==> config.mk <==
export PLATFORM = sky130hd
export DESIGN_NAME = hazard_scoreboard
export DESIGN_NICKNAME = d
export VERILOG_FILES = /design/src/rtl/hazard_scoreboard.sv
export SDC_FILE = /design/constraint.sdc
export NUM_CORES = 1
export LEC_CHECK = 0
export ABC_AREA = 1
export BUFFER_PORTS_ARGS = -buffer_cell sky130_fd_sc_hd__buf_2
export CORE_UTILIZATION = 34
export CTS_BUF_LIST = sky130_fd_sc_hd__clkbuf_4 sky130_fd_sc_hd__clkbuf_8
export DETAILED_ROUTE_END_ITERATION = 7
export GPL_TIMING_DRIVEN = 0
export SETUP_SLACK_MARGIN = 0.15
export SLEW_MARGIN = 20
export SYNTH_ARGS = -nofsm -noshare
export SYNTH_HDL_FRONTEND = slang
export SYNTH_SLANG_ARGS = --single-unit
export TNS_END_PERCENT = 20
==> constraint.sdc <==
create_clock -name clk -period 2.89 [get_ports clk]
set_clock_uncertainty 0.2 [all_clocks]
set_input_delay 0.4335 -clock clk [delete_from_list [all_inputs] [get_ports clk]]
set_output_delay 0.4335 -clock clk [all_outputs]
set_load 0.02 [all_outputs]
==> src/rtl/hazard_scoreboard.sv <==
// Per-register in-flight write tracker for decode: stalls on RAW/WAW against results not yet
// bypassable and flags sources that must be taken from the bypass network.
module hazard_scoreboard #(
  parameter int unsigned NUM_REGS = 32,
  parameter int unsigned LAT_W    = 3,
  parameter int unsigned CNT_W    = 32
) (
  input  logic                        clk,
  input  logic                        rst,
  input  logic                        flush,
  input  logic [$clog2(NUM_REGS)-1:0] dec_src1,
  input  logic [$clog2(NUM_REGS)-1:0] dec_src2,
  input  logic [$clog2(NUM_REGS)-1:0] dec_dst,
  input  logic                        dec_use_src2,
  input  logic                        dec_we,
  input  logic                        issue_valid,
  input  logic [LAT_W-1:0]            issue_lat,
  input  logic                        wb_valid,
  input  logic [$clog2(NUM_REGS)-1:0] wb_dst,
  output logic                        stall_out,
  output logic                        src1_fwd,
  output logic                        src2_fwd,
  output logic                        issue_ack,
  output logic [CNT_W-1:0]            stall_cycles
);

  localparam int unsigned RW = $clog2(NUM_REGS);

  logic [NUM_REGS-1:0] busy;
  logic [NUM_REGS-1:0] busy_nxt;
  logic [LAT_W-1:0]    cnt     [NUM_REGS];
  logic [LAT_W-1:0]    cnt_nxt [NUM_REGS];

  logic pend1, pend2, pendd;
  logic wait1, wait2, waitd;
  logic raw1, raw2, waw;

  // x0 is never pending, so it can neither stall nor forward
  assign pend1 = busy[dec_src1] && (dec_src1 != '0);
  assign pend2 = busy[dec_src2] && (dec_src2 != '0);
  assign pendd = busy[dec_dst]  && (dec_dst  != '0);

  assign wait1 = cnt[dec_src1] != '0;
  assign wait2 = cnt[dec_src2] != '0;
  assign waitd = cnt[dec_dst]  != '0;

  assign raw1 = pend1 && wait1;
  assign raw2 = dec_use_src2 && pend2 && wait2;
  assign waw  = dec_we && pendd && waitd;

  assign stall_out = issue_valid && (raw1 || raw2 || waw);
  assign issue_ack = issue_valid && !stall_out;
  assign src1_fwd  = pend1 && !wait1;
  assign src2_fwd  = dec_use_src2 && pend2 && !wait2;

  // Next entry state: flush, then countdown, then writeback retire, then new issue
  always_comb begin
    busy_nxt = busy;
    for (int unsigned r = 0; r < NUM_REGS; r++) begin
      cnt_nxt[r] = cnt[r];
    end
    if (flush) begin
      busy_nxt = '0;
      for (int unsigned r = 0; r < NUM_REGS; r++) begin
        cnt_nxt[r] = '0;
      end
    end else begin
      for (int unsigned r = 0; r < NUM_REGS; r++) begin
        if (busy[r] && (cnt[r] != '0)) begin
          cnt_nxt[r] = cnt[r] - LAT_W'(1);
        end
      end
      if (wb_valid) begin
        busy_nxt[wb_dst] = 1'b0;
      end
      if (issue_ack && dec_we && (dec_dst != RW'(0))) begin
        busy_nxt[dec_dst] = 1'b1;
        cnt_nxt[dec_dst]  = issue_lat;
      end
    end
  end

  always_ff @(posedge clk or negedge rst) begin
    if (!rst) begin
      busy <= '0;
      for (int unsigned r = 0; r < NUM_REGS; r++) begin
        cnt[r] <= '0;
      end
    end else begin
      busy <= busy_nxt;
      for (int unsigned r = 0; r < NUM_REGS; r++) begin
        cnt[r] <= cnt_nxt[r];
      end
    end
  end

  // Saturating stall counter; survives flush
  always_ff @(posedge clk or negedge rst) begin
    if (!rst) begin
      stall_cycles <= '0;
    end else if (stall_out && (stall_cycles != '1)) begin
      stall_cycles <= stall_cycles + CNT_W'(1);
    end
  end

endmodule
==> out/qor.yml, run 1 <==
intPower_mw: 3.941
grt_antenna_before_repair: 1
synth.top_cell.area_share_pct: 28.54
fp-row-count: 74
synthTopCellsByArea: "dfrtp_1 29%, nand2_1 17%, nor2_1 9.7%"
netlist_area_um2: 14030
ys_ff_latch: 160
dr.max_layer_used: "met5"
maxSlewViolCount: 0
vias: 15910
netlist.top_cell.by_area: "dfrtp_1"
end_kind: "primary output"
initial_core_util_pct: 34.44
final_hold_viol_count: 0
cts_sinks: 160
synth_cell_type_count: 26
hold_class: "primary input to async pin"
ir_drop_mv: 0.2999
fin_cells: 2911
fmax_mhz: 296.1
clkTransAtPathRegs_ps: 110
cts_tree: "done"
share_comb_of_total_power_pct: 33.1
arrival_ps: 2740
yosysWarningCount: 0
core_area_um2: 40740
crit_slowest_cell: "dfrtp_1"
total_power_mw: 6.604
die_w_um: 205.1
crit_fanout: 3
p_clk_share_pct: 29.0
seq_power_share_pct: 37.9
min_period_ps: 3377
utilization_pct: 40.06
dr.pass1.iters: 8
p_sw_share_pct: 40.33
grt_max_degree: 60
dp.cells: 2845
netSwitchingPower_mw: 2.663
wl_met1_um: 24950
io_pins: 66
port_buffers: 60
wl_met3_um: 5612
gp_congestion: 1.029
synth_edf_count: 0
rsz0062_at_grt: "yes"
numCtsBuffers: 17
setup_tns_ps: -10100
synthesis.nets: 2346
grt_use_total_pct: 27.93
slowest_delay_ps: 440
synth_most_common_cell: "nand2_1"
grt_pass1_vias: 14960
wl_per_cell_um: 19.91
critical_path.cell_chain: "nor2_4 > nand2_2 > nand2_1 > nand2_1 > nor2_1 > nor2_1 > nor2_1 > nand2_1 > o21ai_4 > nand2_2 > o21ai_4 > inv_4 > buf_6 > buf_6"
fill_cells: 4407
die_h_um: 205.1
via_per_inst: 5.466
final_antenna_net_count: 0
die-area_um2: 42080
relSlewSlack_pct: 32.90
pwr_density_cell_nw_per_um2: 404.6
synthCells: 2251
wirelength_um: 57960
crit_buf_inv: 3
cts.path.max_buffers: 2
drt_drc_violations_left: 2
status: "complete, but fails checks"
drt-initial-drc-count: 1626
leakage_nw: 7.556
yosys-top-cells-count: "637 x nand2_1, 364 x nor2_1, 192 x inv_1"
worst-endpoint-required_ps: 2260
violations: "design-rule violations, negative setup slack"
ys_dominant_reg_cell: "dfrtp_1"
cts_max_level: 4
root_buffer: "clkbuf_8"
grt_pass1_wl_um: 87760
worst-setup-path-type: "register to primary output"
worst_slack_ps: -487.2
crit_family: "simple AND/OR/NAND/NOR gates"
maxCapViolations: 0
syn_to_final_growth_pct: 16.33
grt_overflow: 0
dpl.hpwl_um: 41130
async_reset_ff_share_pct: 100.0
diodes: 0
worst_setup_path_start_kind: "register"
yosysSeqAreaShare_pct: 28.54
clock_latency_ps: 600
syn_avg_cell_area_um2: 6.233
wl_met2_um: 25210
post-route-period-util_pct: 116.9
setup_viol_count_final: 141
nets: 2461
final_layout_size_suffix_gt1_share_pct: 12.57
worst_slew_pin_slew_ps: 1006
## cell type report
type / count / area, um2 / area share [%]
Multi-Input combinational cell: 1779 / 8995 / 55.11
Clock inverter: 12 / 146.4 / 0.8970
Tap cell: 532 / 665.6 / 4.078
Inverter: 196 / 745.7 / 4.569
Sequential cell: 160 / 4008 / 24.56
Buffer: 116 / 773.2 / 4.738
Clock buffer: 20 / 269.0 / 1.648
Timing Repair Buffer: 96 / 718.2 / 4.400
## sequential cells by signal, indices dropped and copies added (netlist names)
| name | flops |
|---|---|
| busy | 32 |
| cnt | 96 |
| stall_cycles | 32 |
## routing by layer
metal  track usage, %  up-vias
met2            42.52      722
met5                0        -
met4            12.22        2
met3            7.254      136
li1                 -     7558
met1            37.00     7494
## cell families (layout without fill, tap and decap cells)
kind of cell | after synthesis | in the layout | share of synthesized area, %
AO/OA/AOI/OAI | 310 | 310 | 11.28
XOR/XNOR | 94 | 94 | 5.868
adder cells (fa/ha/maj) | 65 | 65 | 5.797
buffers and inverters | 312 | 440 | 9.257
flip-flops | 160 | 160 | 28.54
AND/OR/NAND/NOR | 1310 | 1310 | 39.26
## what timing repair did
| action | 4_1_cts | 5_1_grt |
|---|---|---|
| hold buffers | 1 | 0 |
| pin swaps | 19 | 80 |
| buffers inserted | 19 | 10 |
| gates cloned | 1 | 3 |
| setup endpoints to repair | 160 | 160 |
| resized for setup | 137 | 85 |
| endpoints found under the hold margin | 160 | 0 |
## cell usage in the layout, fill, tap and decap left out, types with 4 or more instances in the layout
master	n
nand2_1	615
buf_6	14
nor2_1	345
buf_4	37
inv_2	40
a21oi_2	10
nand4_1	143
o21ai_1	6
clkbuf_8	19
nand3_2	6
inv_6	5
nor3_1	16
dfrtp_1	157
a21oi_1	93
nand3_1	129
buf_12	4
buf_1	20
nor2_4	11
inv_1	153
o21ai_0	186
xnor2_1	7
ha_1	65
buf_2	69
nor4_1	8
nand2_2	23
clkbuf_2	10
nor2_2	9
xor2_1	87
clkinvlp_4	5
buf_8	16
clkbuf_4	4
clkbuf_1	34
o211ai_1	11
## power by group through the flow
stage	sequential (mW)	combinational, mW	clock [mW]
floorplan	2.52	1.26	0
global placement	2.53	1.87	0
detailed placement	2.53	1.92	0
CTS	2.50	2.06	1.97
global route	2.52	2.40	2.04
finish	2.50	2.18	1.92
## worst register-to-register path, cell delays in order (launching register included)
cell and delay [ps]:
dfrtp_1 430, nor2_4 160, nand2_1 70, nand2_1 70, nand2_1 60, inv_1 60
nand2_2 70, nand2_1 70, nand4_1 200, nand2_1 160, buf_4 120, nand2_1 50
nand2_1 80, nand4_1 100, buf_6 190, buf_4 140, nor2_4 210, buf_12 210
buf_8 160, nor2_1 50, nor2_1 120
## metrics by stage
| step | hold slack [ps] | cell area (um2) | worst slack (ps) |
|---|---|---|---|
| after floorplan | -62.09 | 14030 | 319.6 |
| after detailed placement | 185.1 | 15060 | -1450 |
| after global placement | 332.4 | 15000 | -1644 |
| final | 136.1 | 16320 | -487.2 |
| after CTS | 128.0 | 15980 | -481.3 |
| after global routing | 173.2 | 16320 | -595.5 |
## final timing paths
| path | to | slack, ps | startpoint | cells after the start |
|---|---|---|---|---|
| max | stall_out | -490 | cnt[28] | 14 |
| min | cnt[68] | 140 | rst | 2 |
| max reg2reg | cnt[87] | -170 | cnt[3] | 20 |
| min reg2reg | busy[25] | 360 | busy[25] | 2 |
| max in group asynchronous | cnt[11] | 1650 | rst | 3 |
| min in group clk | busy[18] | 200 | wb_dst[4] | 4 |
Power figures use the tool's default switching activity.
==> inputs of run 2 (changes only) <==
- SETUP_SLACK_MARGIN: 0.15 -> unset
==> run 2 against run 1 <==
Net effect: the run ends with negative setup slack left; non-clock buffer count down 8; critical endpoint unchanged; first-iteration DRC count up 4.1%; clock power about the same; register-to-register slack about the same; count of clock-buffer cells in the layout unchanged; design area down 1.2%; sequential share of layout area up 0.30 points; combinational power down 3%; utilization down 0.48 points; power down 1.1%.
==> out/qor.yml, run 2 (synthesis results as in run 1) <==
final_common_cell: "nand2_1"
diodes: 0  # unchanged
grt_pass1_wl_um: 87430  # -0.38%
cts_tree: "done"
worst_setup_path_start_kind: "primary input"
violations: "negative setup slack"
gp_congestion: 1.029  # unchanged
r2r_cells: 20  # unchanged
relSlewSlack_pct: 30.54  # -2.4 points
dpl.hpwl_um: 41130  # unchanged
final_hold_viol_count: 0  # unchanged
root_buffer: "clkbuf_8"
wl_per_cell_um: 19.81  # -0.51%
top_register: "cnt"
setup_viol_count_final: 99  # -30%
initial_core_util_pct: 34.44  # unchanged
hold-worst-slack_ps: 151.5  # +15.46 ps
via_per_inst: 5.498  # +0.58%
rsz0062_at_grt: "yes"
die_w_um: 205.1  # unchanged
wirelength_um: 57510  # -0.78%
drt_drc_violations_left: 0  # -2
nets: 2453  # -0.33%
leakage_nw: 7.463  # -1.2%
grt_overflow: 0  # unchanged
hold_class: "primary input to async pin"
grt_max_degree: 60  # unchanged
maxSlewViolCount: 0  # unchanged
syn_to_final_growth_pct: 14.94
crit_fanout: 10  # +7
final_antenna_net_count: 0  # unchanged
io_pins: 66  # unchanged
reg_top3: "cnt x96, busy x32, stall_cycles x32"
end_kind: "primary output"
fp-row-count: 74  # unchanged
total_power_mw: 6.529  # -1.1%
maxCapViolations: 0  # unchanged
grt_use_total_pct: 27.77  # -0.15 points
cts_max_level: 4  # unchanged
post-route-period-util_pct: 116.4  # -0.50 points
port_buffers: 60  # unchanged
cts.path.max_buffers: 2  # unchanged
numCtsBuffers: 17  # unchanged
core_area_um2: 40740  # unchanged
arrival_ps: 2730  # about the same
grt_pass1_vias: 14960  # -0.027%
final_cell_mix: "621 x nand2_1, 345 x nor2_1, 188 x o21ai_0"
fill_cells: 4425  # +0.41%
drt-initial-drc-count: 1693  # +4.1%
status: "complete, but fails checks"
final_layout_size_suffix_gt1_share_pct: 11.89  # -0.67 points
pwr_density_cell_nw_per_um2: 404.9  # about the same
grt_antenna_before_repair: 1  # unchanged
clock_latency_ps: 590  # about the same
ir_drop_mv: 0.2904  # -3.2%
die_h_um: 205.1  # unchanged
dr.pass1.iters: 6  # -2
min_period_ps: 3363  # -14.39 ps
worst-setup-path-type: "primary input to primary output"
worst_slack_ps: -472.8  # +14.39 ps
fmax_mhz: 297.4  # +0.43%
die-area_um2: 42080  # unchanged
cts_sinks: 160  # unchanged
largest_reg_flops: 96  # unchanged
vias: 15960  # +0.31%
clkTransAtPathRegs_ps: 100  # about the same
worst-endpoint-required_ps: 2260  # about the same
worst_slew_pin_slew_ps: 1042  # +35.46 ps
## run 2: cell types whose count changed in the layout (fill, tap and decap cells not counted), moves of 6 or more
cell and change:
nand2_1 +6, buf_8 -12, buf_6 +6, nand2_2 -7
## run 2: layout make-up
cell class	instances	area (um2)	share of cell area, %
Multi-Input combinational cell	1779	8964	55.59
Sequential cell	160	4008	24.85
Inverter	196	745.7	4.624
Buffer	115	728.2	4.516
Tap cell	532	665.6	4.128
Timing Repair Buffer	89	599.3	3.717
Clock buffer	20	269.0	1.668
Clock inverter	12	146.4	0.9078
## run 2: worst paths after layout
check | start | to | slack, ps
max | dec_dst[0] | stall_out | -470
min | rst | cnt[68] | 150
max reg2reg | cnt[27] | cnt[60] | -160
min reg2reg | busy[25] | busy[25] | 360
max in group asynchronous | rst | cnt[11] | 1620
min in group clk | flush | busy[31] | 200
## run 2: power by group
part           switching, mW  internal [mW]
logic                   1.42          0.690
clock network           1.06          0.841
registers              0.142           2.37
total                   2.63           3.90
## run 2: metrics by stage
| stage | setup slack, ps | TNS, ps | instances | util, % | area, um2 |
|---|---|---|---|---|---|
| after detailed placement | -1450 | -182480 | 2845 | 36.97 | 15060 |
| after global routing | -595.0 | -24690 | 2903 | 39.58 | 16130 |
| after floorplan | 319.6 | 0 | 2251 | - | 14030 |
| after global placement | -1644 | -437370 | 2843 | 36.81 | 15000 |
| after CTS | -481.3 | -3785 | 2896 | 38.95 | 15870 |
| final | -472.8 | -8169 | 2903 | 39.58 | 16130 |
## run 2: layer usage
| layer | track usage (%) | vias up | share of wire [%] |
|---|---|---|---|
| li1 | - | 7543 | - |
| met1 | 37.08 | 7505 | 43 |
| met2 | 42.19 | 753 | 44 |
| met3 | 6.363 | 158 | 9.4 |
| met4 | 13.02 | 2 | 4.0 |
| met5 | 0 | - | 0.096 |
## run 2: timing repair
item                                    CTS  global route
hold buffers                              1             0
gates cloned                              0             1
buffers inserted                         18             8
endpoints found under the hold margin   160             0
endpoints found under the setup margin  160           160
resized for setup                       109            80
pin swaps                                16            31
## run 2: critical path, stage by stage
cell and delay [ps]:
buf_2 190, inv_2 150, nand2_2 240, buf_6 240
a21oi_1 60, nor2_1 110, nand2_1 90, nand3_1 150
nand2_1 120, o21ai_4 230, nand2_2 110, o21ai_4 290
inv_4 70, buf_6 130, buf_6 120
